<file path="config.mk">
export PLATFORM = sky130hd
export DESIGN_NAME = fmdll_ratio_ctrl_flat
export DESIGN_NICKNAME = d
export VERILOG_FILES = /design/src/rtl/fmdll_ratio_ctrl_pkg.sv /design/src/rtl/fmdll_ratio_ctrl_if.sv /design/src/rtl/fmdll_ratio_ctrl_run_det.sv /design/src/rtl/fmdll_ratio_ctrl.sv /design/src/flat_wrapper.sv
export SDC_FILE = /design/constraint.sdc
export NUM_CORES = 1
export LEC_CHECK = 0
export BUFFER_PORTS_ARGS = -buffer_cell sky130_fd_sc_hd__buf_2
export CAP_MARGIN = 40
export CORE_ASPECT_RATIO = 0.9
export CORE_MARGIN = 5
export CORE_UTILIZATION = 57
export CTS_CLUSTER_DIAMETER = 200
export DETAILED_ROUTE_END_ITERATION = 10
export PLACE_DENSITY = 0.81
export SLEW_MARGIN = 20
export SYNTH_ARGS = -nofsm -noshare
export SYNTH_HDL_FRONTEND = slang
export SYNTH_SLANG_ARGS = --single-unit
</file>
<file path="constraint.sdc">
create_clock -name clk_ext -period 1.98 [get_ports clk_ext]
set_input_delay 0.297 -clock clk_ext [delete_from_list [all_inputs] [get_ports clk_ext]]
set_output_delay 0.297 -clock clk_ext [all_outputs]
set_load 0.02 [all_outputs]
</file>
<file path="src/rtl/fmdll_ratio_ctrl_pkg.sv">
// Shared types and constants for the FMDLL ratio configuration and lock sequencer.
package fmdll_pkg;

  localparam int unsigned N_W      = 4;
  localparam int unsigned M_W      = 2;
  localparam int unsigned ALIGN_TO = 8;

  localparam logic [N_W-1:0] N_DEF = N_W'(1);
  localparam logic [M_W-1:0] M_DEF = M_W'(1);

  typedef enum logic [2:0] {
    ST_IDLE   = 3'd0,
    ST_ALIGN  = 3'd1,
    ST_SETTLE = 3'd2,
    ST_TRACK  = 3'd3,
    ST_LOCKED = 3'd4,
    ST_FAIL   = 3'd5
  } state_e;

  typedef struct packed {
    logic [N_W-1:0] n;
    logic [M_W-1:0] m;
  } ratio_t;

  // Width of a counter that must hold 0..bound-1 (at least one bit).
  function automatic int unsigned cnt_w(input int unsigned bound);
    return (bound > 1) ? $clog2(bound) : 1;
  endfunction

  localparam int unsigned ALIGN_W = cnt_w(ALIGN_TO);

  function automatic logic ratio_legal(input ratio_t r);
    return (r.n != '0) && (r.m != '0);
  endfunction

endpackage

</file>
<file path="src/rtl/fmdll_ratio_ctrl_if.sv">
// Ratio request channel: valid/ready handshake carrying the requested N/M.
interface fmdll_ratio_ctrl_if;
  import fmdll_pkg::*;

  logic           cfg_valid;
  logic           cfg_ready;
  logic [N_W-1:0] cfg_N;
  logic [M_W-1:0] cfg_M;

  modport master (output cfg_valid, output cfg_N, output cfg_M, input cfg_ready);
  modport slave  (input cfg_valid, input cfg_N, input cfg_M, output cfg_ready);

endinterface

</file>
<file path="src/rtl/fmdll_ratio_ctrl_run_det.sv">
// Saturating consecutive-run counter; term_c flags the sample that completes a run of LIMIT hits.
module fmdll_run_det #(
  parameter int unsigned LIMIT = 16
) (
  input  logic clk_ext,
  input  logic rst,
  input  logic hit,
  input  logic clr,
  output logic term_c
);

  localparam int unsigned   CW      = (LIMIT > 1) ? $clog2(LIMIT) : 1;
  localparam logic [CW-1:0] CNT_MAX = CW'(LIMIT - 1);

  logic [CW-1:0] cnt_q;

  always_ff @(posedge clk_ext) begin
    if (rst) begin
      cnt_q <= '0;
    end else if (clr) begin
      cnt_q <= '0;
    end else if (hit && (cnt_q != CNT_MAX)) begin
      cnt_q <= cnt_q + CW'(1);
    end
  end

  assign term_c = hit && !clr && (cnt_q == CNT_MAX);

endmodule

</file>
<file path="src/rtl/fmdll_ratio_ctrl.sv">
// FMDLL ratio sequencer: accepts N/M requests, loads them at the M-counter wrap,
// then walks the loop through settle, tracking and lock using phase-detector balance.
module fmdll_ratio_ctrl
  import fmdll_pkg::*;
#(
  parameter int unsigned SETTLE_CYC = 64,
  parameter int unsigned LOCK_CNT   = 16,
  parameter int unsigned TO_CYC     = 1024
) (
  input  logic                clk_ext,
  input  logic                rst,
  fmdll_ratio_ctrl_if.slave   cfg,
  input  logic [M_W-1:0]      M_counter,
  input  logic                pd_up,
  input  logic                pd_dn,
  output logic [N_W-1:0]      N,
  output logic [M_W-1:0]      M,
  output logic                Sel,
  output logic                locked,
  output logic                err,
  output logic                cfg_err
);

  localparam int unsigned SET_W = cnt_w(SETTLE_CYC);
  localparam int unsigned TO_W  = cnt_w(TO_CYC);

  localparam logic [SET_W-1:0]   SET_LAST   = SET_W'(SETTLE_CYC - 1);
  localparam logic [TO_W-1:0]    TO_LAST    = TO_W'(TO_CYC - 1);
  localparam logic [ALIGN_W-1:0] ALIGN_LAST = ALIGN_W'(ALIGN_TO - 1);

  state_e             st_q, st_d;
  ratio_t             sh_q, sh_d;
  logic [N_W-1:0]     n_d;
  logic [M_W-1:0]     m_d;
  logic               sel_d, locked_d, err_d, cfg_err_d, rdy_q, rdy_d;
  logic [ALIGN_W-1:0] align_cnt_q, align_cnt_d;
  logic [SET_W-1:0]   settle_cnt_q, settle_cnt_d;
  logic [TO_W-1:0]    to_cnt_q, to_cnt_d;

  ratio_t req_c;
  logic   bal_c, acc_c, acq_hit_c, loss_hit_c, acq_term_c, loss_term_c;

  assign req_c         = {cfg.cfg_N, cfg.cfg_M};
  assign bal_c         = (pd_up == pd_dn);
  assign acc_c         = cfg.cfg_valid && rdy_q;
  assign acq_hit_c     = (st_q == ST_TRACK) && bal_c;
  assign loss_hit_c    = (st_q == ST_LOCKED) && !bal_c;
  assign cfg.cfg_ready = rdy_q;

  // Balanced-run detector for lock acquisition, unbalanced-run detector for lock loss.
  fmdll_run_det #(.LIMIT(LOCK_CNT)) u_acq (
    .clk_ext (clk_ext),
    .rst     (rst),
    .hit     (acq_hit_c),
    .clr     (!acq_hit_c),
    .term_c  (acq_term_c)
  );

  fmdll_run_det #(.LIMIT(LOCK_CNT)) u_loss (
    .clk_ext (clk_ext),
    .rst     (rst),
    .hit     (loss_hit_c),
    .clr     (!loss_hit_c),
    .term_c  (loss_term_c)
  );

  // Next-state and registered-output decode; an accepted request overrides everything.
  always_comb begin
    st_d         = st_q;
    sh_d         = sh_q;
    n_d          = N;
    m_d          = M;
    sel_d        = Sel;
    locked_d     = locked;
    err_d        = err;
    cfg_err_d    = 1'b0;
    align_cnt_d  = '0;
    settle_cnt_d = '0;
    to_cnt_d     = '0;

    if (acc_c && !ratio_legal(req_c)) begin
      cfg_err_d = 1'b1;
    end

    if (acc_c && ratio_legal(req_c)) begin
      sh_d     = req_c;
      st_d     = ST_ALIGN;
      sel_d    = 1'b0;
      locked_d = 1'b0;
      err_d    = 1'b0;
    end else begin
      case (st_q)
        ST_ALIGN: begin
          if (M_counter == M) begin
            n_d  = sh_q.n;
            m_d  = sh_q.m;
            st_d = ST_SETTLE;
          end else if (align_cnt_q == ALIGN_LAST) begin
            st_d  = ST_FAIL;
            err_d = 1'b1;
          end else begin
            align_cnt_d = align_cnt_q + ALIGN_W'(1);
          end
        end
        ST_SETTLE: begin
          if (settle_cnt_q == SET_LAST) begin
            st_d  = ST_TRACK;
            sel_d = 1'b1;
          end else begin
            settle_cnt_d = settle_cnt_q + SET_W'(1);
          end
        end
        ST_TRACK: begin
          if (acq_term_c) begin
            st_d     = ST_LOCKED;
            locked_d = 1'b1;
          end else if (to_cnt_q == TO_LAST) begin
            st_d     = ST_FAIL;
            sel_d    = 1'b0;
            locked_d = 1'b0;
            err_d    = 1'b1;
          end else begin
            to_cnt_d = to_cnt_q + TO_W'(1);
          end
        end
        ST_LOCKED: begin
          if (loss_term_c) begin
            st_d     = ST_TRACK;
            locked_d = 1'b0;
          end
        end
        default: begin
        end
      endcase
    end

    rdy_d = (st_d == ST_IDLE) || (st_d == ST_LOCKED) || (st_d == ST_FAIL);
  end

  always_ff @(posedge clk_ext) begin
    if (rst) begin
      st_q         <= ST_IDLE;
      sh_q         <= {N_DEF, M_DEF};
      N            <= N_DEF;
      M            <= M_DEF;
      Sel          <= 1'b0;
      locked       <= 1'b0;
      err          <= 1'b0;
      cfg_err      <= 1'b0;
      rdy_q        <= 1'b1;
      align_cnt_q  <= '0;
      settle_cnt_q <= '0;
      to_cnt_q     <= '0;
    end else begin
      st_q         <= st_d;
      sh_q         <= sh_d;
      N            <= n_d;
      M            <= m_d;
      Sel          <= sel_d;
      locked       <= locked_d;
      err          <= err_d;
      cfg_err      <= cfg_err_d;
      rdy_q        <= rdy_d;
      align_cnt_q  <= align_cnt_d;
      settle_cnt_q <= settle_cnt_d;
      to_cnt_q     <= to_cnt_d;
    end
  end

endmodule

</file>
<file path="src/flat_wrapper.sv">
// flat-port wrapper written by rule: the top's interface ports become plain ports
module fmdll_ratio_ctrl_flat import fmdll_pkg::*;
#(
  parameter int unsigned SETTLE_CYC = 64,
  parameter int unsigned LOCK_CNT   = 16,
  parameter int unsigned TO_CYC     = 1024
)
  (clk_ext, rst, M_counter, pd_up, pd_dn, N, M, Sel, locked, err, cfg_err, cfg_cfg_valid, cfg_cfg_N, cfg_cfg_M, cfg_cfg_ready);
  fmdll_ratio_ctrl_if cfg_i ();
  input  logic clk_ext;
  input  logic rst;
  input  logic [M_W-1:0] M_counter;
  input  logic pd_up;
  input  logic pd_dn;
  output logic [N_W-1:0] N;
  output logic [M_W-1:0] M;
  output logic Sel;
  output logic locked;
  output logic err;
  output logic cfg_err;
  input wire logic [$bits(cfg_i.cfg_valid)-1:0] cfg_cfg_valid;
  input wire logic [$bits(cfg_i.cfg_N)-1:0] cfg_cfg_N;
  input wire logic [$bits(cfg_i.cfg_M)-1:0] cfg_cfg_M;
  output wire logic [$bits(cfg_i.cfg_ready)-1:0] cfg_cfg_ready;
  assign cfg_i.cfg_valid = cfg_cfg_valid;
  assign cfg_i.cfg_N = cfg_cfg_N;
  assign cfg_i.cfg_M = cfg_cfg_M;
  assign cfg_cfg_ready = cfg_i.cfg_ready;
  fmdll_ratio_ctrl #(.SETTLE_CYC(SETTLE_CYC), .LOCK_CNT(LOCK_CNT), .TO_CYC(TO_CYC)) u_core (.clk_ext(clk_ext), .rst(rst), .cfg(cfg_i), .M_counter(M_counter), .pd_up(pd_up), .pd_dn(pd_dn), .N(N), .M(M), .Sel(Sel), .locked(locked), .err(err), .cfg_err(cfg_err));
endmodule
</file>
Word level (Yosys, flattened, before mapping)
Cells that the tools add are included.
{"block": "totals", "reg_bits": 47, "in_bits": 13, "output_inout_bits": 11, "word_cells": 99}
{"block": "classes", "n_addsub": 5, "n_eq_ne": 22, "muxes": 21, "bitwise_logic": 6, "reduce_logical": 30}
{"operator": "$mux W3", "n": 7}
{"operator": "$eq A3 B3 Y1 const B", "n": 4}
{"operator": "$pmux W3 S4", "n": 1}
{"operator": "$add A10 B1 Y10 const B", "n": 1}
{"operator": "$eq A10 B10 Y1 const B", "n": 1}
{"operator": "$logic_and A1 B1 Y1", "n": 10}
{"operator": "$mux W1", "n": 10}
{"operator": "$reduce_or A5 Y1", "n": 2}
{"operator": "$add A4 B1 Y4 const B", "n": 2}
{"operator": "$eq A4 B4 Y1 const B", "n": 2}
{"operator": "$ne A4 B4 Y1 const B", "n": 2}
{"operator": "$reduce_bool A2 Y1", "n": 4}
{"operator": "$add A6 B1 Y6 const B", "n": 1}
{"operator": "$eq A3 B2 Y1 const B", "n": 2}
{"operator": "$eq A6 B6 Y1 const B", "n": 1}
{"operator": "$ne A2 B1 Y1 const B", "n": 3}
{"operator": "$ne A2 B2 Y1 const B", "n": 3}
{"operator": "$not A1 Y1", "n": 6}
{"operator": "$pmux W1 S2", "n": 3}
{"operator": "$reduce_and A3 Y1", "n": 2}
{"operator": "$reduce_or A2 Y1", "n": 3}
{"operator": "$reduce_and A5 Y1", "n": 1}
{"operator": "$reduce_and A4 Y1", "n": 1}
{"operator": "$reduce_bool A4 Y1", "n": 1}
{"operator": "9 further kinds", "n": 11}

Longest topological paths before layout
Gate-level depths: netlist (run 1).
{"block": "depth", "ltp_word": 10, "mapped_depth": 7, "mapped_depth_nobuf": 6}

Modules after synthesis
Synthesis (run 1) repeated with hierarchy kept, for this count alone.
{"block": "unflattened", "cells_unflattened": 230, "hier_area_um2": 2077.0}
{"mod": "fmdll_ratio_ctrl", "n_inst": 1, "cells_per_inst": 180, "area_each_um2": 1666.6, "seq_area_each_um2": 780.7}
{"mod": "fmdll_run_det", "n_inst": 2, "cells_per_inst": 25, "area_each_um2": 205.2, "seq_area_each_um2": 80.1}

Worst setup path before layout (run 1)
Ideal clock, no wire load.
{"block": "synth_timing", "kind": "input-to-reg", "startpoint": "input cfg_cfg_N[0]", "endpoint": "register u_core.settle_cnt_q[4]", "setup_ns": 0.062, "t_arrival_ns": 1.751, "t_required_ns": 1.918, "slack_ns": 0.167, "path_stages": 7, "n_path_buf": 2, "cell_sequence": "nor4_4 > nor3_2 > or2_1 > buf_2 > or4_4 > buf_6 > nor2_2"}
{"block": "synth_between", "elab_chain_len": 4}
{"element": "start, declared", "line_no": "flat_wrapper.sv:22", "rtl": "input wire logic [$bits(cfg_i.cfg_N)-1:0] cfg_cfg_N;"}
{"element": "$reduce_bool A4 Y1", "line_no": "fmdll_ratio_ctrl_pkg.sv:33", "rtl": "return (r.n != '0) && (r.m != '0);"}
{"element": "$logic_and A1 B1 Y1", "line_no": "fmdll_ratio_ctrl_pkg.sv:33"}
{"element": "$logic_and A1 B1 Y1", "line_no": "fmdll_ratio_ctrl.sv:85", "rtl": "if (acc_c && ratio_legal(req_c)) begin"}
{"element": "$reduce_or A4 Y1 (no line)"}
{"element": "end signal, assigned", "line_no": "fmdll_ratio_ctrl.sv:165", "rtl": "settle_cnt_q <= settle_cnt_d;"}
{"element": "end, declared", "line_no": "fmdll_ratio_ctrl.sv:37", "rtl": "logic [SET_W-1:0] settle_cnt_q, settle_cnt_d;"}
No other way between the ends.
A chain may end at the register's enable or synchronous reset.

Worst setup path in the final report (run 1)
{"block": "layout_timing", "startpoint": "register u_core.u_loss.cnt_q[0]", "endpoint": "register u_core.rdy_q (netlist: u_core.cfg.cfg_ready)"}
{"block": "layout_between", "elab_chain_len": 8, "elab_cells_between_ends": 10, "cone_classes": "eq/ne (3); mux (3); reduce/logical (4)"}
{"element": "start, declared", "line_no": "fmdll_ratio_ctrl_run_det.sv:15", "rtl": "logic [CW-1:0] cnt_q;"}
{"element": "start signal, assigned", "line_no": "fmdll_ratio_ctrl_run_det.sv:23", "rtl": "cnt_q <= cnt_q + CW'(1);"}
{"element": "$eq A4 B4 Y1 (*)", "line_no": "fmdll_ratio_ctrl_run_det.sv:27", "rtl": "assign term_c = hit && !clr && (cnt_q == CNT_MAX);"}
{"element": "$logic_and A1 B1 Y1 (*)", "line_no": "fmdll_ratio_ctrl_run_det.sv:27"}
{"element": "$mux W3 (*)", "line_no": "fmdll_ratio_ctrl.sv:127", "rtl": "if (loss_term_c) begin"}
{"element": "$pmux W3 S4 (*)", "line_no": "fmdll_ratio_ctrl.sv:92", "rtl": "case (st_q)"}
{"element": "$mux W3 (*)", "line_no": "fmdll_ratio_ctrl.sv:85"}
{"element": "$eq A3 B3 Y1 or $logic_not A3 Y1 (tied branches)", "line_no": "fmdll_ratio_ctrl.sv:137", "rtl": "rdy_d = (st_d == ST_IDLE) || (st_d == ST_LOCKED) || (st_d == ST_FAIL);"}
{"element": "$logic_or A1 B1 Y1", "line_no": "fmdll_ratio_ctrl.sv:137"}
{"element": "$logic_or A1 B1 Y1 (*)", "line_no": "fmdll_ratio_ctrl.sv:137"}
{"element": "end signal, assigned", "line_no": "fmdll_ratio_ctrl.sv:163", "rtl": "rdy_q <= rdy_d;"}
{"element": "end, declared", "line_no": "fmdll_ratio_ctrl.sv:35", "rtl": "logic sel_d, locked_d, err_d, cfg_err_d, rdy_q, rdy_d;"}
Every way passes the cells marked *; elsewhere a longest branch is shown, timed or not.

==> results of run 1 <==
-- how the worst max path moves through the flow --
stage,endpoint,start,depth (start not counted),slack (ps)
after floorplan,u_core.settle_cnt_q[4],cfg_cfg_N[0],7,170
after global placement,u_core.settle_cnt_q[4],cfg_cfg_N[0],6,110
after CTS,u_core.to_cnt_q[5],u_core.to_cnt_q[0],7,170
after global routing,u_core.cfg.cfg_ready,u_core.to_cnt_q[0],7,100
final,u_core.cfg.cfg_ready,u_core.u_loss.cnt_q[0],6,230
after detailed placement,u_core.settle_cnt_q[2],cfg_cfg_N[0],6,80
-- power breakdown --
part	leakage [nW]	total, mW	switching, mW	internal (mW)
logic	0.488	0.136	0.0755	0.0607
clock network	0.0515	0.605	0.286	0.318
registers	0.380	0.976	0.0135	0.962
total	0.920	1.72	0.375	1.34
-- cell type report --
cell class,instances,area [um^2]
fill,273,1045
sequential,47,940.9
inverter,6,22.52
tap,44,55.05
timing repair buffer,34,197.7
multi-input combinational,167,1067
clock buffer,8,100.1
-- flip-flops by register name (all words and copies together) (netlist names) --
register and count:
u_core.M 2, u_core.u_loss.cnt_q 4, u_core.locked 1, u_core.u_acq.cnt_q 4, u_core.cfg.cfg_ready 1, u_core.Sel 1
u_core.N 4, u_core.align_cnt_q 3, u_core.to_cnt_q 10, u_core.sh_q 6, u_core.settle_cnt_q 6, u_core.st_q 3
u_core.err 1, u_core.cfg_err 1
-- per-layer routing --
| metal | part of all wire (%) | global-route usage [%] |
|---|---|---|
| met1 | 48 | 22.16 |
| met2 | 45 | 27.10 |
| met3 | 3.9 | 5.655 |
| met4 | 2.9 | 8.145 |
| met5 | 0 | 0 |
-- cell usage after synthesis, types with 2 or more instances --
library cell and number:
xor2_1 6, inv_1 6, nor2_1 39, nor3b_1 2, nor3_1 6, mux2i_1 9, nor4_4 2, nand3_1 10
nor2b_1 7, nor2_2 6, xnor2_1 12, clkbuf_1 7, a31oi_1 3, a211o_1 4, nand2_1 15, and2_1 3
or2_1 3, dfxtp_1 47, a21oi_1 4, or3_1 2, nor4_1 3, and3_1 4, ha_1 6, nand4_1 2
nand2b_1 2, o21ai_0 5
-- metrics by stage --
step / total power, mW / utilization [%]
2_1_floorplan: 1.080 / -
3_3_place_gp: 1.129 / 66.53
3_5_place_dp: 1.130 / 66.53
4_1_cts: 1.736 / 69.45
5_1_grt: 1.796 / 69.53
6_report: 1.717 / 69.53
-- kinds of logic (layout without fill, tap and decap cells) --
| family | after synthesis | after routing | share of synthesized area, % |
|---|---|---|---|
| mux | 9 | 9 | 4.351 |
| fa+ha+maj | 6 | 6 | 3.625 |
| compound gates | 24 | 24 | 7.916 |
| buf+inv | 15 | 48 | 3.142 |
| xor+xnor | 18 | 18 | 7.613 |
| flops | 47 | 47 | 45.44 |
| simple gates | 110 | 110 | 27.92 |
-- what timing repair did --
item / CTS / global route
setup endpoints to repair: 0 / 10
buffers inserted: 0 / 0
endpoints found under the hold margin: 0 / 0
resized for setup: 0 / 1
-- cells in the final DEF (no fill, tap or decap), types with 2 or more instances in the layout --
master    count
nor3_1        6
and3_1        4
mux2i_1       9
nand3_1      10
buf_2        23
nand4_1       2
ha_1          6
xnor2_1      12
o21ai_0       5
inv_1         6
nor3b_1       2
dfxtp_1      47
a31oi_1       3
or3_1         2
or2_1         2
nor4_1        3
and2_1        3
nor4_4        2
nor2_1       39
nand2b_1      2
a211o_1       4
nor2b_1       7
nor2_2        6
clkbuf_8      7
xor2_1        6
buf_4        11
a21oi_1       4
nand2_1      15
==> run summary, run 1 <==
Kind of start point of the critical path: a flip-flop. Library cell contributing the largest single delay on the critical path: dfxtp_1. The first global-routing pass estimated 6617 um of wire.

The flow ran to the end, and the final reports show no timing, DRC or antenna violations. Buffers inserted to repair hold after CTS numbered 0. The run gives 72.60% as the max-slew headroom at the worst pin. The cell family contributing the most delay on the critical path is compound AO/OA/AOI/OAI gates. For hold timing, the worst endpoint is u_core.sh_q[0]. Cells with a size suffix above 1 make up 19.85% of the layout.

Worst slack at placement: 82.56 ps. The highest net fanout along the worst path is 4. The run gives 2071 um^2 as the area of the mapped netlist.

The tools report the total via count in the routed design as 1657. The register-to-register setup slack is 230 ps, and the clock-pin transition on the worst setup and hold timing paths is 80 ps. The core outline area was 3428 um^2. The tools report the critical register-to-register path endpoint as u_core.cfg.cfg_ready. The worst hold path cell count is 2. The count of synthesis-stage warnings from yosys was 0. The via density per instance works out to 5.415. Counting I/O delays and the setup requirement, the final critical path takes 1753 ps.

The count of final hold-check violations is 0, and the number of antenna violations at the first check in global routing is 0. The number of global-route vias before repair was 1501. The main flop type after synthesis was dfxtp_1. Setup violations remaining at the end of the flow were counted as 0. The area growth from synthesis to layout is 15.11%. The HPWL after detailed placement is 2742 um. With fillers left out, the area of the finished cells amounts to 2384 um^2. In this run, synthesis produced a sequential element count of 47. The min-delay analysis places its worst path in the category primary input to flip-flop.

STA classifies the critical path endpoint as a flip-flop. The remaining global-route overflow was 0; the horizontal die dimension was 73.54 um. The number of different library cells used by synthesis comes to 40.

The launching point of the worst reg2reg path was u_core.u_loss.cnt_q[0]. After technology mapping, the gate count stands at 229. For the number of placed cells counting well taps, the log shows 298. Number of port buffers: 23.

The max-slew violation total from the final report is 0. Row generation in the floorplan step produced 20 rows. The number of enable flip-flop cells after synthesis is 0, and the remaining antenna violation count is 0. Count of buffering cells on the critical path with inverters included: 0. The number of buffers created by CTS came out at 5. The tools report the hold path startpoint as cfg_cfg_M[0].

At the pin with the least slew margin, the transition time is 408.7 ps. The sequential area share after synthesis is 45.44%, and the buffer levels on the longest clock path is 2. Data on the critical path is required at its endpoint by 2140 ps.

Setup repair after global routing left no endpoint under its margin. Averaged over all synthesized cells, the footprint is 9.043 um^2. After routing, the total negative slack on setup checks comes to 0 ps. CTS placed an instance of clkbuf_8 at the clock tree root. Once the floorplan was initialized, standard cells occupied 60.40% of the core. The portion of synthesized cell area occupied by the leading cell type is 45.44%. The share of the clock period used by the worst path after layout works out to 88.55%. The tools report the setup skew after layout as 5.163 ps. In the final design database the tool counted 280 nets.

For this run, the number of standard cells in the final layout without fillers is 306. Total nets after synthesis: 248. For this run, the total global-route usage over all layers was measured as 17.52%.

The signal on the critical path passes through ha_1 > nand3_1 > o41ai_1 > o21ai_0 > o31ai_1 > a32oi_1. After detailed placement, the total cell area comes to 2281 um^2. In this run the count of I/O pins placed on the die edge is 24. The fraction of registers with async set or reset after synthesis is 0%. The clock net in this run drives a total of 47 sinks. The synthesized design spends more area on one cell type than any other, namely dfxtp_1. For the routability congestion estimate from global placement, the log shows 0.8167. The H-tree generated during clock tree synthesis spans 2 levels.

TritonCTS built the clock tree. Power spread over the standard cell area amounts to 720.2 nW/um^2. The run gives 84 as the DRC marker count from the first detailed-route iteration. For the total leakage power, the log shows 0.9198 nW. The number of cell instances on the worst register-to-register path was 6. The worst setup path is of the flip-flop to flip-flop kind. The height of the die is 67.18 um, and the final-layout worst hold slack is 222.5 ps. Timing would allow up to 570.4 MHz. The arrival time at the worst endpoint was 1910 ps; the post-detailed-route wirelength per cell was 12.47 um.

The die covers 4940 um^2. In the post-route analysis, the smallest setup slack over all paths is 226.8 ps. The clock insertion delay at the later pin of the skew report was 290 ps. The maximum vdd drop was 0.6129 mV. The largest stage delay on the critical path came out at 410 ps. Across the run, the number of max-cap violations was 0. The number of antenna diodes in the final layout is 0. By area the synthesized netlist is led by dfxtp_1 45%, nor2_1 7.1%, xnor2_1 5.1%. For the largest net degree at the start of global routing, the log shows 18.

The first detailed-routing pass ran for 4 iterations. After detailed routing, the number of remaining DRC violations is 0. The routed design has 3815 um of wire.
(Power assumes the default switching activity.)
==> run 2, diff against run 1 <==
--- a/config.mk
+++ b/config.mk
@@ -8,7 +8,7 @@
 export BUFFER_PORTS_ARGS = -buffer_cell sky130_fd_sc_hd__buf_2
 export CAP_MARGIN = 40
 export CORE_ASPECT_RATIO = 0.9
-export CORE_MARGIN = 5
+export CORE_MARGIN = 2
 export CORE_UTILIZATION = 57
 export CTS_CLUSTER_DIAMETER = 200
 export DETAILED_ROUTE_END_ITERATION = 10
==> run 2 against run 1 <==
Clock power is 5.3% lower. Power shrank 2.2%. Clock-buffer cell count down 2. Register-to-register slack worse by 50 ps. First-iteration DRC count down 18%. Critical endpoint is now u_core.to_cnt_q[8]. Sequential cell count did not move. Final cell count shrank 0.65%. Utilization fell by 0.66 points. Combinational power decreased by 5%. Sequential power about the same. Wire length increased by 3.1%. Die area fell by 16%.
==> run summary, run 2 (synthesis gave the netlist of run 1 again) <==
The uppermost layer routed was met4. The total wire length after detailed routing was 3932 um (+3.1%). Fmax: 553.8 MHz (-2.9%). The signal on the critical path passes through ha_1 > nand3_1 > o21ai_0 > or2_1 > or2_1 > nor2_1. Ranked by flip-flop count, first place goes to u_core.to_cnt_q. Register-to-register setup slack: 170 ps (-50 ps). The count of buffering cells on the critical path with inverters included is 0 (unchanged), and the highest net fanout along the worst path is 10 (+6). The most common cell after layout, fill and taps aside was dfxtp_1. Worst hold path cell count: 2 (unchanged). Cell occurring most often along the worst timing path: or2_1. The number of global-route vias before repair came out at 1479 (-1.5%).

The max-slew violation total from the final report is 0 (unchanged). TritonCTS built the clock tree. The remaining global-route overflow came out at 0 (unchanged). The run finished with clean final reports. The tools report the detailed-routing iteration count for the pre-antenna-repair pass as 4 (unchanged). The logs give 0 (unchanged) for the number of buffers inserted for hold repair after clock tree synthesis and 47 (unchanged) for the total number of clock tree sinks.

From synthesis to final layout, the design area changed by 14.02%. The post-detailed-placement half-perimeter wirelength is 2891 um (+5.4%). In this design, the largest share of critical-path delay is due to simple AND/OR/NAND/NOR gates. Buffer levels on the longest clock path: 2 (unchanged). Launching point of the worst reg2reg path: u_core.u_acq.cnt_q[0]. Clock tree synthesis selected as its root buffer the cell clkbuf_8. The area of the multi-input gates was 1065 um^2 (-0.23%); the area occupied by registers was 940.9 um^2 (unchanged). The global routing usage summed across all routing layers was 21.78% (+4.3 points).

The clock period minus final worst setup slack is 1806 ps (+52.62 ps), and the arrival time at the worst endpoint is 1990 ps (+80 ps). The logs give 174.2 ps (-52.62 ps) for the setup slack of the critical path after layout and 6603 um (-0.21%) for the global-route wire length before repair. The power density normalized to cell area was 710.8 nW/um^2 (-1.3%); the total via count in the routed design was 1620 (-2.2%). The tools report the post-CTS setup buffer count as 0 (unchanged). The max-slew headroom at the worst pin came out at 71.36% (-1.2 points). The start-to-end type of the worst setup path was flip-flop to flip-flop. The logs give 5 (unchanged) for the number of buffers created by CTS and 60.40% (unchanged) for the initial core utilization. Remaining antenna violation count: 0 (unchanged).

The core outline area is 3428 um^2 (unchanged). In the final layout, the registers with the most flip-flops are u_core.to_cnt_q (10), u_core.settle_cnt_q (6), u_core.sh_q (6). The number of H-tree levels was 2 (unchanged); the DRC marker count from the first detailed-route iteration was 69 (-18%). Setup TNS: 0 ps (unchanged).

The largest net degree at the start of global routing came out at 18 (unchanged). The number of cell instances on the worst register-to-register path was 6 (unchanged). Height of the die: 61.18 um (-8.9%). The nature of the critical path endpoint was a flip-flop.

The count of final hold-check violations came out at 0 (unchanged). The post-detailed-route wirelength per cell came out at 12.93 um (+3.7%). The class of the worst hold path is primary input to flip-flop.

For the total leakage power, the log shows 0.9073 nW (-1.4%). The via density per instance came out at 5.329 (-1.6%). The clock-pin transition on the worst setup and hold timing paths works out to 80 ps (about the same).

The maximum vdd drop is 0.5215 mV (-15%), and the max-cap violation count is 0 (unchanged). The worst setup path is launched from a flip-flop. The number of port buffers is 23 (unchanged), and the flip-flop count of the largest register after layout is 10 (unchanged). The endpoint identified for the worst register-to-register timing path is u_core.to_cnt_q[8]. The post-route DRC violation count came out at 0 (unchanged).

The count of filler cells inserted in the layout came out at 292 (+7.0%). The library cell contributing the largest single delay on the critical path is dfxtp_1. The post-cts gate resize count was 0 (unchanged); the number of nets at the end of the flow was 279 (-0.36%). The share of the clock period used by the worst path after layout was 91.20% (+2.7 points); the worst path required time was 2160 ps (+20 ps). The logs give 0 (unchanged) for the number of diodes added for antenna fixing and 1786 um (+4.4%) for the routed length on met2. The run gives 300 ps (about the same) as the clock insertion delay at the later pin of the skew report. The routed length on met3 was 168 um (+14%); the actual slew at the worst max-slew pin was 427.3 ps (+18.57 ps). In this run the most critical hold path is launched from cfg_cfg_M[0]. The run gives 0.8390 (+2.7%) as the routability congestion estimate from global placement. The number of antenna violations at the first check in global routing is 0 (unchanged), and the largest stage delay on the critical path is 400 ps (about the same).

The row count is 20 (unchanged). The ratio of cells with drive above 1 in the final layout was 19.23% (-0.62 points). The run gives 55.67 ps (-26.89 ps) as the worst slack at placement. Setup repair after global routing left no endpoint under its margin. The count of boundary I/O pins came out at 24 (unchanged).

The worst hold path terminates at u_core.sh_q[0]. The horizontal die dimension came out at 67.54 um (-8.2%). The top cell types in the final layout, fill and taps aside, are 47 x dfxtp_1, 39 x nor2_1, 23 x buf_2. The setup skew after layout is 6.473 ps (+1.310 ps), and the wire length the detailed router placed on met1 is 1884 um (+2.2%). The tools report the final count of negative-setup-slack endpoints as 0 (unchanged). For the die area, the log shows 4132 um^2 (-16%).
==> run 2: worst max path at each step <==
stage | depth (start not counted) | startpoint | endpoint
after CTS | 6 | u_core.u_acq.cnt_q[0] | u_core.to_cnt_q[4]
final | 6 | u_core.u_acq.cnt_q[0] | u_core.to_cnt_q[8]
after detailed placement | 6 | cfg_cfg_N[0] | u_core.settle_cnt_q[0]
after floorplan | 7 | cfg_cfg_N[0] | u_core.settle_cnt_q[4]
after global placement | 6 | cfg_cfg_N[0] | u_core.settle_cnt_q[4]
after global routing | 6 | u_core.u_acq.cnt_q[0] | u_core.to_cnt_q[8]
==> run 2: power by group <==
group / internal (mW) / switching (mW)
registers: 0.962 / 0.0138
clock network: 0.274 / 0.299
logic: 0.0562 / 0.0733
total: 1.29 / 0.386
==> run 2: metrics by stage <==
step           utilization [%]  area, um^2  instances  hold slack [ps]  total power, mW
5_1_grt                  68.87        2361        304            205.7            1.748
4_1_cts                  68.87        2361        304            212.4            1.688
3_5_place_dp             66.31        2273        297            422.0            1.126
6_report                 68.87        2361        304            220.6            1.678
2_1_floorplan                -        2071        229            398.4            1.080
3_3_place_gp             66.31        2273        297            412.4            1.124
==> run 2: metal layers <==
metal  track usage (%)  vias to the layer above
li1                  -                      842
met1             27.85                      738
met2             35.01                       30
met3             5.484                       10
met4             9.913                        0
met5                 0                        -
==> run 2: area by class of cell <==
cell class / count / area share [%]
Tap cell: 44 / 2.332
Clock buffer: 6 / 3.498
Timing Repair Buffer: 33 / 8.055
Clock inverter: 1 / 0.2120
Inverter: 6 / 0.9539
Sequential cell: 47 / 39.85
Multi-Input combinational cell: 167 / 45.10
